## config.mk

```make
export PLATFORM = sky130hd
export DESIGN_NAME = chess_clock_timer
export DESIGN_NICKNAME = d
export VERILOG_FILES = /design/src/rtl/chess_clock_pkg.sv /design/src/rtl/bcd_mmss_counter.sv /design/src/rtl/chess_clock_timer.sv
export SDC_FILE = /design/constraint.sdc
export NUM_CORES = 1
export LEC_CHECK = 0
export CAP_MARGIN = 20
export CORE_ASPECT_RATIO = 0.6
export CORE_MARGIN = 2
export CORE_UTILIZATION = 30
export DETAILED_ROUTE_END_ITERATION = 6
export MAX_ROUTING_LAYER = met4
export PLACE_DENSITY = 0.53
export SETUP_SLACK_MARGIN = 0.05
export SKIP_LAST_GASP = 1
export SYNTH_ARGS = -nofsm -noshare
export SYNTH_HDL_FRONTEND = slang
export SYNTH_SLANG_ARGS = --single-unit
export TNS_END_PERCENT = 100
```

## constraint.sdc

```tcl
create_clock -name clk -period 7.5 [get_ports clk]
set_clock_uncertainty 0.2 [all_clocks]
set_input_delay 1.875 -clock clk [delete_from_list [all_inputs] [get_ports clk]]
set_output_delay 1.875 -clock clk [all_outputs]
set_load 0.02 [all_outputs]
```

## src/rtl/chess_clock_pkg.sv

```systemverilog
// Shared types and BCD MM:SS arithmetic for the two-player chess clock.
package chess_clock_pkg;

  typedef enum logic [2:0] {
    IDLE    = 3'd0,
    RUN_P1  = 3'd1,
    RUN_P2  = 3'd2,
    PAUSED  = 3'd3,
    FLAGGED = 3'd4
  } state_e;

  typedef logic [3:0] bcd_t;

  typedef struct packed {
    bcd_t min_tens;
    bcd_t min_ones;
    bcd_t sec_tens;
    bcd_t sec_ones;
  } mmss_t;

  localparam int MAX_MM = 99;
  localparam int MAX_SS = 59;

  function automatic mmss_t mmss_from_bin(input logic [7:0] mm, input logic [7:0] ss);
    mmss_t r;
    logic [7:0] tmp;
    tmp = mm / 8'd10;
    r.min_tens = tmp[3:0];
    tmp = mm % 8'd10;
    r.min_ones = tmp[3:0];
    tmp = ss / 8'd10;
    r.sec_tens = tmp[3:0];
    tmp = ss % 8'd10;
    r.sec_ones = tmp[3:0];
    return r;
  endfunction

  // One-second decrement with borrow; 00:00 holds so the time never underflows.
  function automatic mmss_t mmss_dec(input mmss_t t);
    mmss_t r;
    r = t;
    if (t.sec_ones != 4'd0) begin
      r.sec_ones = t.sec_ones - 4'd1;
    end else if (t.sec_tens != 4'd0) begin
      r.sec_tens = t.sec_tens - 4'd1;
      r.sec_ones = 4'd9;
    end else if (t.min_ones != 4'd0) begin
      r.min_ones = t.min_ones - 4'd1;
      r.sec_tens = 4'd5;
      r.sec_ones = 4'd9;
    end else if (t.min_tens != 4'd0) begin
      r.min_tens = t.min_tens - 4'd1;
      r.min_ones = 4'd9;
      r.sec_tens = 4'd5;
      r.sec_ones = 4'd9;
    end else begin
      r = t;
    end
    return r;
  endfunction

  function automatic mmss_t mmss_add_sec(input mmss_t t, input logic [6:0] inc);
    logic [7:0] secs;
    logic [7:0] mins;
    secs = {4'd0, t.sec_tens} * 8'd10 + {4'd0, t.sec_ones} + {1'b0, inc};
    mins = {4'd0, t.min_tens} * 8'd10 + {4'd0, t.min_ones};
    if (secs > 8'(MAX_SS)) begin
      secs = secs - 8'd60;
      mins = mins + 8'd1;
    end else begin
      secs = secs;
    end
    if (mins > 8'(MAX_MM)) begin
      return mmss_from_bin(8'(MAX_MM), 8'(MAX_SS));
    end else begin
      return mmss_from_bin(mins, secs);
    end
  endfunction

endpackage

```

## src/rtl/bcd_mmss_counter.sv

```systemverilog
// One player's remaining time: BCD countdown with borrow, saturating increment, zero detect.
module bcd_mmss_counter
  import chess_clock_pkg::*;
#(
  parameter int INC_SEC = 0
) (
  input  logic        clk,
  input  logic        rst_n,
  input  logic        dec,
  input  logic        add_inc,
  input  logic [15:0] load_val,
  output logic [15:0] mmss,
  output logic        zero
);

  mmss_t time_q;
  mmss_t time_d;
  mmss_t dec_s;

  // A same-cycle tick and hand-over apply the decrement before the increment.
  always_comb begin
    dec_s  = time_q;
    time_d = time_q;
    if (dec) begin
      dec_s = mmss_dec(time_q);
    end else begin
      dec_s = time_q;
    end
    if (add_inc) begin
      time_d = mmss_add_sec(dec_s, 7'(INC_SEC));
    end else begin
      time_d = dec_s;
    end
  end

  // Time register.
  always_ff @(posedge clk or negedge rst_n) begin
    if (!rst_n) begin
      time_q <= mmss_t'(load_val);
    end else begin
      time_q <= time_d;
    end
  end

  assign mmss = time_q;
  assign zero = (time_q == mmss_t'(16'h0000));

endmodule

```

## src/rtl/chess_clock_timer.sv

```systemverilog
// Chess clock core: turn FSM, one-second prescaler and two BCD time counters.
module chess_clock_timer
  import chess_clock_pkg::*;
#(
  parameter int CLK_HZ    = 50_000_000,
  parameter int START_MIN = 5,
  parameter int INC_SEC   = 0
) (
  input  logic        clk,
  input  logic        rst_n,
  input  logic        p1_press,
  input  logic        p2_press,
  input  logic        pause,
  output logic [15:0] p1_digits,
  output logic [15:0] p2_digits,
  output logic [1:0]  active,
  output logic [1:0]  flag
);

  localparam int PW = $clog2(CLK_HZ);
  localparam logic [PW-1:0] CNT_MAX = PW'(CLK_HZ - 1);
  localparam logic [15:0] START_VAL = {4'(START_MIN / 10), 4'(START_MIN % 10), 8'h00};

  state_e        state_q;
  state_e        resume_q;
  logic [PW-1:0] cnt_q;
  logic [1:0]    active_q;
  logic [1:0]    flag_q;

  logic tick_s, timeout_s, handover_s, own_press_s;
  logic p1_only_s, p2_only_s, p1_last_s, p2_last_s;
  logic p1_zero_s, p2_zero_s;
  logic dec1_s, dec2_s, inc1_s, inc2_s;

  // Control strobes; pause takes priority over ticks and presses in the running states.
  always_comb begin
    p1_only_s   = p1_press & ~p2_press;
    p2_only_s   = p2_press & ~p1_press;
    p1_last_s   = (p1_digits == 16'h0001) | p1_zero_s;
    p2_last_s   = (p2_digits == 16'h0001) | p2_zero_s;
    tick_s      = 1'b0;
    own_press_s = 1'b0;
    timeout_s   = 1'b0;
    if (!pause && state_q == RUN_P1) begin
      tick_s      = (cnt_q == CNT_MAX);
      own_press_s = p1_only_s;
      timeout_s   = tick_s & p1_last_s;
    end else if (!pause && state_q == RUN_P2) begin
      tick_s      = (cnt_q == CNT_MAX);
      own_press_s = p2_only_s;
      timeout_s   = tick_s & p2_last_s;
    end else begin
      tick_s = 1'b0;
    end
    handover_s = own_press_s & ~timeout_s;
    dec1_s     = tick_s & (state_q == RUN_P1);
    dec2_s     = tick_s & (state_q == RUN_P2);
    inc1_s     = handover_s & (state_q == RUN_P1);
    inc2_s     = handover_s & (state_q == RUN_P2);
  end

  // Turn FSM with prescaler and registered active/flag outputs.
  always_ff @(posedge clk or negedge rst_n) begin
    if (!rst_n) begin
      state_q  <= IDLE;
      resume_q <= RUN_P1;
      cnt_q    <= '0;
      active_q <= 2'b00;
      flag_q   <= 2'b00;
    end else begin
      case (state_q)
        IDLE: begin
          if (!pause && p2_only_s) begin
            state_q  <= RUN_P1;
            active_q <= 2'b01;
            cnt_q    <= '0;
          end else if (!pause && p1_only_s) begin
            state_q  <= RUN_P2;
            active_q <= 2'b10;
            cnt_q    <= '0;
          end else begin
            state_q <= IDLE;
          end
        end
        RUN_P1, RUN_P2: begin
          if (pause) begin
            resume_q <= state_q;
            state_q  <= PAUSED;
            active_q <= 2'b00;
          end else if (timeout_s) begin
            state_q  <= FLAGGED;
            active_q <= 2'b00;
            flag_q   <= flag_q | ((state_q == RUN_P1) ? 2'b01 : 2'b10);
          end else if (handover_s) begin
            state_q  <= (state_q == RUN_P1) ? RUN_P2 : RUN_P1;
            active_q <= (state_q == RUN_P1) ? 2'b10 : 2'b01;
            cnt_q    <= '0;
          end else begin
            cnt_q <= tick_s ? '0 : cnt_q + PW'(1);
          end
        end
        PAUSED: begin
          if (!pause) begin
            state_q  <= resume_q;
            active_q <= (resume_q == RUN_P1) ? 2'b01 : 2'b10;
          end else begin
            state_q <= PAUSED;
          end
        end
        FLAGGED: begin
          state_q  <= FLAGGED;
          active_q <= 2'b00;
        end
        default: begin
          state_q  <= IDLE;
          active_q <= 2'b00;
          cnt_q    <= '0;
        end
      endcase
    end
  end

  bcd_mmss_counter #(.INC_SEC(INC_SEC)) u_p1 (
    .clk     (clk),
    .rst_n   (rst_n),
    .dec     (dec1_s),
    .add_inc (inc1_s),
    .load_val(START_VAL),
    .mmss    (p1_digits),
    .zero    (p1_zero_s)
  );

  bcd_mmss_counter #(.INC_SEC(INC_SEC)) u_p2 (
    .clk     (clk),
    .rst_n   (rst_n),
    .dec     (dec2_s),
    .add_inc (inc2_s),
    .load_val(START_VAL),
    .mmss    (p2_digits),
    .zero    (p2_zero_s)
  );

  assign active = active_q;
  assign flag   = flag_q;

endmodule

```

==> out/results.txt, run 1 <==
M2 GR Usage -> 0.261
Initial antenna violation count -> 0
Post-synth EDFFs -> 0
CTS Buf Count -> 9
Max_cap viols -> 0
Post-synthesis sequential area ratio -> 0.182
Prevailing post-synth register cell -> dfrtp_1
Layout cells sized above 1 -> 0.356
Worst-margin pin slew -> 961 ps
CTS clk-pin slew, worst paths -> 70 ps
Chip Height -> 141 um
Syn Area/Cell -> 7.53 um2
Drt via density -> 5.43
Drt drc -> 0
H-tree level count -> 3
Synth warn -> 0
DR iter-0 viols -> 989
Cells after Synth -> 1243
Worst path required time -> 7540 ps
Reg2reg setup slack -> 760 ps
Nets -> 1669
Mapped cell area -> 0.00936 mm2
Met3 usage in global routing -> 0.0522
CTS tree -> built
Unrepaired setup endpoints after global routing -> true
First-pass GRT wire length -> 54700 um
Setup violations, final -> 0
# diodes -> 0
DRT Pass-1 Iters -> 6
IO Pins -> 41
WL final -> 35500 um
Synth Area in Simple Gates -> 0.292
Distinct cell type count after synthesis -> 106
Setup Crit Path Kind -> in -> reg
DP HPWL -> 27800 um
Starting Density -> 0.302
Clock latency on the worst-skew pair -> 350 ps
Compound-Gate Fraction of Synth Area -> 0.276
Average routed wire per standard cell -> 17.5 um
Area Growth Syn to Fin -> 50.9%
DR vias -> 11000
Cell Rows -> 50
# port buffers -> 40
Layout Utilization -> 0.456
Most common cell on crit path -> buf_4
Max-slew violations -> 0
Antenna-violating nets left -> 0
Largest net degree at the start of global routing -> 69
Fmax -> 136 MHz
Max incr delay on CP -> 430 ps
Die width -> 232 um
Multiplexer area fraction after synthesis -> 0.0402
Max transition margin -> 0.360
Hold-fix buffers, CTS -> 0
Outcome -> completed
Fin. Hold Viols -> 0
Fraction of registers with async set/reset -> 1.00
Core footprint -> 0.0310 mm2
Gr busiest metal -> met1
Met1 usage -> 0.353
Largest family of logic cells by synthesized area -> simple AND/OR/NAND/NOR gates
XOR/XNOR share of the synthesized area -> 0.0715
Worst-case clock buffer depth -> 2
Gr ovfl total -> 0
Clock Sinks -> 68
DIE AREA -> 0.0327 mm2
Slowest cell on the critical path -> fa_1
Adder-Cell Fraction of Synth Area -> 0.0922
Min Clock Period, post-route -> 7380 ps
GRT Util Overall -> 0.216
Startpoint Class -> input pin
Crit path max fanout -> 6
Tightest Hold Check Type -> reg -> reg
Final GP Congestion -> 0.962
Tcrit/Tclk final -> 0.984
FF+latch count, synth -> 68
Root buf cell -> clkbuf_16
Syn_nets -> 1309
Crit end category -> flop
Arr. time, crit path -> 7420 ps
Number of global-route vias before repair -> 9861
-- critical path: cells and delay by family --
family	cells	cell delay [ps]
compound gates	7	1360
fa+ha+maj	2	620
buf+inv	9	1220
mux	2	310
simple gates	9	2010
-- synth_stat cells, drive strengths merged (15+ instances only) --
library cell	count	area, um2
nor2	133	509
nand2	117	442
a21oi	92	464
o21ai	89	460
dfrtp	63	1580
ha	53	663
inv	53	199
nand3	51	255
nor3	50	262
xnor2	38	340
xor2	32	307
clkbuf	29	109
o31ai	24	185
a31oi	22	144
buf	19	115
nor4	19	140
mux2i	18	193
nand2b	18	115
a211oi	17	143
a21o	17	128
and3	17	106
mux2	16	184
nand4	16	113
or3	15	93.8
-- registers in the layout, summed over array words and instances, names as in the netlist --
name and flops:
active 2, u_p1.mmss 16, resume_q 3, state_q 3
flag 2, u_p2.mmss 16, cnt_q 26
-- kinds of logic after synthesis --
logic type,count (synthesis)
and+or+nand+nor,524
AOI/OAI and AO/OA,380
buffers and inverters,101
xor gates and xnor gates,71
DFF,68
adders and majority gates,65
muxes,34
-- timing repair --
item	CTS	global route
buffers inserted	6	22
gates resized for setup	23	124
pin swaps	9	65
setup endpoints to repair	26	24
gates cloned	0	0
-- area by class of cell --
class	instances	area, um2
fill	3058	16800
multi-input combinational	1074	8200
timing repair buffer	397	3180
sequential	68	1710
tap	416	520
clock buffer	9	225
inverter	53	199
clock inverter	7	98.8
-- metal layers --
layer	part of all wire	vias up
met5	0	-
met4	0.0046	0
met3	0.079	17
met2	0.38	333
met1	0.54	5280
li1	-	5365
-- layout by cell type, fill, tap and decap left out, drive strengths merged, types with 13 or more instances in the layout --
| cell type | instances |
|---|---|
| a211oi | 17 |
| nand2b | 18 |
| and3 | 17 |
| and2 | 13 |
| mux2i | 18 |
| o21ai | 89 |
| mux2 | 16 |
| nor4 | 19 |
| a22oi | 13 |
| xnor2 | 38 |
| a21oi | 92 |
| a21o | 17 |
| xor2 | 32 |
| nand3 | 51 |
| nor2b | 13 |
| or3 | 15 |
| o31ai | 24 |
| nand4 | 16 |
| ha | 53 |
| nor3b | 14 |
| nand2 | 117 |
| dfrtp | 63 |
| clkdlybuf4s50 | 38 |
| buf | 359 |
| a31oi | 22 |
| o22ai | 14 |
| nor3 | 50 |
| nor2 | 133 |
| inv | 54 |
-- per-stage QoR --
step,instance area (um2),setup WS (ps),cells,TNS (ps),hold WS (ps)
after floorplan,9690,-175,1243,-460,251
after global placement,12900,-693,1979,-14010,255
after detailed placement,12900,-857,1979,-16900,261
after CTS,13300,75.2,2001,0,275
after global routing,14100,-98.7,2024,-305,299
final,14100,120,2024,0,273
-- path summary, 6_finish.rpt --
check | from | end | depth (start not counted)
worst min register to register | flag[1]$_DFFE_PN0P_ | flag[1]$_DFFE_PN0P_ | 1
min in group asynchronous | rst_n | u_p1.mmss[4]$_DFF_PN0_ | 1
worst max-delay path | pause | u_p1.mmss[3]$_DFF_PN0_ | 29
worst max register to register | u_p1.mmss[0]$_DFF_PN0_ | u_p1.mmss[3]$_DFF_PN0_ | 29
worst min-delay path | flag[1]$_DFFE_PN0P_ | flag[1]$_DFFE_PN0P_ | 1
max in group asynchronous | rst_n | u_p2.mmss[7]$_DFF_PN0_ | 1
Power of run 1 is not shown: default switching activity piles up to over one toggle a cycle in this logic, so the estimate is an artifact.
==> run 2, diff against run 1 <==
CTS_CLUSTER_SIZE = 12   (was default)
==> results of run 2 <==
No change in the layout: final DEF, timing and power equal those of run 1.
Power of run 2 is left out for the same reason.
==> run 3, diff against run 2 <==
PLACE_DENSITY = 0.55   (was 0.53)
clock period = 6 ns   (was 7.5 ns; I/O delays follow)
==> run 3 against run 2 <==
Effect of this change: the run now ends with setup timing left; critical endpoint is now u_p2.mmss[11]$_DFF_PN0_; first-iteration DRC count shrank 8.7%; highest routed layer unchanged; cell area grew 15%; non-clock buffer count grew 171; largest cell class unchanged; critical path type unchanged; die area is the same; core utilization grew 6.6 points; final cell count grew 8.4%; critical path depth shrank 1.
==> out/results.txt, run 3 (synthesis gave the netlist of run 1 again) <==
Outcome -> finished with violations (was completed)
Violated checks -> setup timing
Average routed wire per standard cell -> 17.9 um (was 17.5 um)
Most common cell after layout, fill and taps aside -> buf_4 (unchanged)
DIE AREA -> 0.0327 mm2 (unchanged)
Worst path required time -> 6110 ps (was 7540 ps)
Worst-case clock buffer depth -> 2 (unchanged)
FF-to-FF path depth -> 30 (was 29)
Worst hold margin -> 274 ps (was 273 ps)
Chip Height -> 141 um (unchanged)
DRT Pass-1 Iters -> 5 (was 6)
Reg2reg setup slack -> -440 ps (was 760 ps)
# port buffers -> 40 (unchanged)
Setup violations, final -> 31 (was 0)
H-tree level count -> 3 (unchanged)
Clock Sinks -> 68 (unchanged)
Startpoint Class -> input pin (unchanged)
Crit path max fanout -> 6 (unchanged)
IO Pins -> 41 (unchanged)
Gr ovfl total -> 0 (unchanged)
DP HPWL -> 29800 um (was 27800 um)
CTS Buf Count -> 9 (unchanged)
First-pass GRT wire length -> 61000 um (was 54700 um)
Highest-count cells in the layout ignoring fill and taps -> 473 x buf_4, 109 x nor2_1, 101 x nand2_1 (was 344 x buf_4, 121 x nor2_1, 113 x nand2_1)
Fmax -> 147 MHz
Layout cells sized above 1 -> 0.472 (was 0.356)
Clock latency on the worst-skew pair -> 370 ps (was 350 ps)
DR iter-0 viols -> 903 (was 989)
Number of global-route vias before repair -> 11100 (was 9861)
Max transition margin -> 0.325 (was 0.360)
Antenna-violating nets left -> 0 (unchanged)
Tcrit/Tclk final -> 1.14
Fin. Hold Viols -> 0 (unchanged)
Most common cell on crit path -> buf_6 (was buf_4)
Core footprint -> 0.0310 mm2 (unchanged)
CTS tree -> built (unchanged)
Initial antenna violation count -> 0 (unchanged)
Cell Rows -> 50 (unchanged)
# diodes -> 0 (unchanged)
GRT Util Overall -> 0.243 (was 0.216)
Final GP Congestion -> 0.960 (was 0.962)
Starting Density -> 0.302 (unchanged)
Setup WS post-layout -> -815 ps (was 120 ps)
Nets -> 1840 (was 1669)
Area Growth Syn to Fin -> 72.9% (was 50.9%)
Drt drc -> 0 (unchanged)
Reg2reg end -> u_p2.mmss[11]$_DFF_PN0_ (was u_p1.mmss[3]$_DFF_PN0_)
Max-slew violations -> 0 (unchanged)
Largest register FFs -> 26 (unchanged)
Setup crit start -> pause (unchanged)
Max_cap viols -> 0 (unchanged)
CTS clk-pin slew, worst paths -> 70 ps (about the same)
Number of cells in the design after placement -> 2099 (was 1979)
WL final -> 39400 um (was 35500 um)
Slowest cell on the critical path -> fa_1 (unchanged)
Setup Crit Path Kind -> in -> reg (unchanged)
Largest net degree at the start of global routing -> 69 (unchanged)
Hold-fix buffers, CTS -> 0 (unchanged)
Drt via density -> 5.32 (was 5.43)
Critical path capture point -> u_p2.mmss[11]$_DFF_PN0_ (was u_p1.mmss[3]$_DFF_PN0_)
Tightest Hold Check Type -> reg -> reg (unchanged)
Critical R2R Launch -> cnt_q[16]$_DFFE_PN0P_ (was u_p1.mmss[0]$_DFF_PN0_)
Crit end category -> flop (unchanged)
Arr. time, crit path -> 6920 ps (was 7420 ps)
Unrepaired setup endpoints after global routing -> true (unchanged)
Worst-margin pin slew -> 1010 ps (was 961 ps)
Final Non-Filler Cells -> 2195 (was 2024)
DR vias -> 11700 (was 11000)
Min Clock Period, post-route -> 6820 ps
Max incr delay on CP -> 510 ps (was 430 ps)
Die width -> 232 um (unchanged)
Root buf cell -> clkbuf_16 (unchanged)
Largest register by flop count -> cnt_q (unchanged)
[run 3: cell types whose count changed in the layout (fill, tap and decap cells not counted), moves of 7 or more]
| cell | previous run | this run |
|---|---|---|
| buf_6 | 9 | 48 |
| nor3_1 | 45 | 37 |
| a21oi_2 | 9 | 23 |
| nand2_1 | 113 | 101 |
| nor2_1 | 121 | 109 |
| a211oi_2 | 4 | 11 |
| buf_4 | 344 | 473 |
| nand2_2 | 3 | 12 |
| a21oi_1 | 76 | 65 |
| o21ai_0 | 67 | 54 |
| nor2_4 | 5 | 12 |
[run 3: cell type report]
type | count | area (um2)
fillers | 2854 | 14800
multi-input cells | 1074 | 8810
repair buffers | 568 | 4640
flip-flops and latches | 68 | 1710
well taps | 416 | 520
clock buffers | 10 | 239
inverters | 53 | 199
clock inverters | 6 | 71.3
[run 3: how the worst min path moves through the flow]
stage | from | endpoint | cells after the start
finish | flag[1]$_DFFE_PN0P_ | flag[1]$_DFFE_PN0P_ | 1
CTS | flag[1]$_DFFE_PN0P_ | flag[1]$_DFFE_PN0P_ | 1
global placement | flag[1]$_DFFE_PN0P_ | flag[1]$_DFFE_PN0P_ | 1
floorplan | cnt_q[22]$_DFFE_PN0P_ | cnt_q[22]$_DFFE_PN0P_ | 1
detailed placement | flag[1]$_DFFE_PN0P_ | flag[1]$_DFFE_PN0P_ | 1
global route | flag[1]$_DFFE_PN0P_ | flag[1]$_DFFE_PN0P_ | 1
[run 3: metrics by stage]
step / setup WS (ps) / setup TNS, ps / util / instance area [um2]
2_1_floorplan: -1290 / -26920 / - / 9770
3_3_place_gp: -1830 / -49450 / 0.445 / 13800
3_5_place_dp: -1910 / -52330 / 0.445 / 13800
4_1_cts: -812 / -15610 / 0.499 / 15400
5_1_grt: -1050 / -23750 / 0.523 / 16200
6_report: -815 / -16800 / 0.523 / 16200
[run 3: what timing repair did]
action                                  in CTS  in global routing
buffers inserted                            51                 35
pin swaps                                  126                 76
endpoints found under the setup margin      32                 32
gates resized for setup                    213                110
[run 3: per-layer routing]
metal,global-route usage,wire length [um],vias up
met5,-,0,-
met4,0.0401,420,0
met3,0.0494,2410,31
met2,0.321,15900,313
met1,0.374,20700,5608
li1,-,-,5717
[run 3: worst max-delay path: cells and delay by family]
kind                       cells  cell delay, ps
AOI/OAI and AO/OA              7            1590
adders and majority gates      3             920
muxes                          2             510
and+or+nand+nor                7            1180
xor gates and xnor gates       1             170
buffers and inverters          8            1010
Power of run 3 is left out for the same reason.
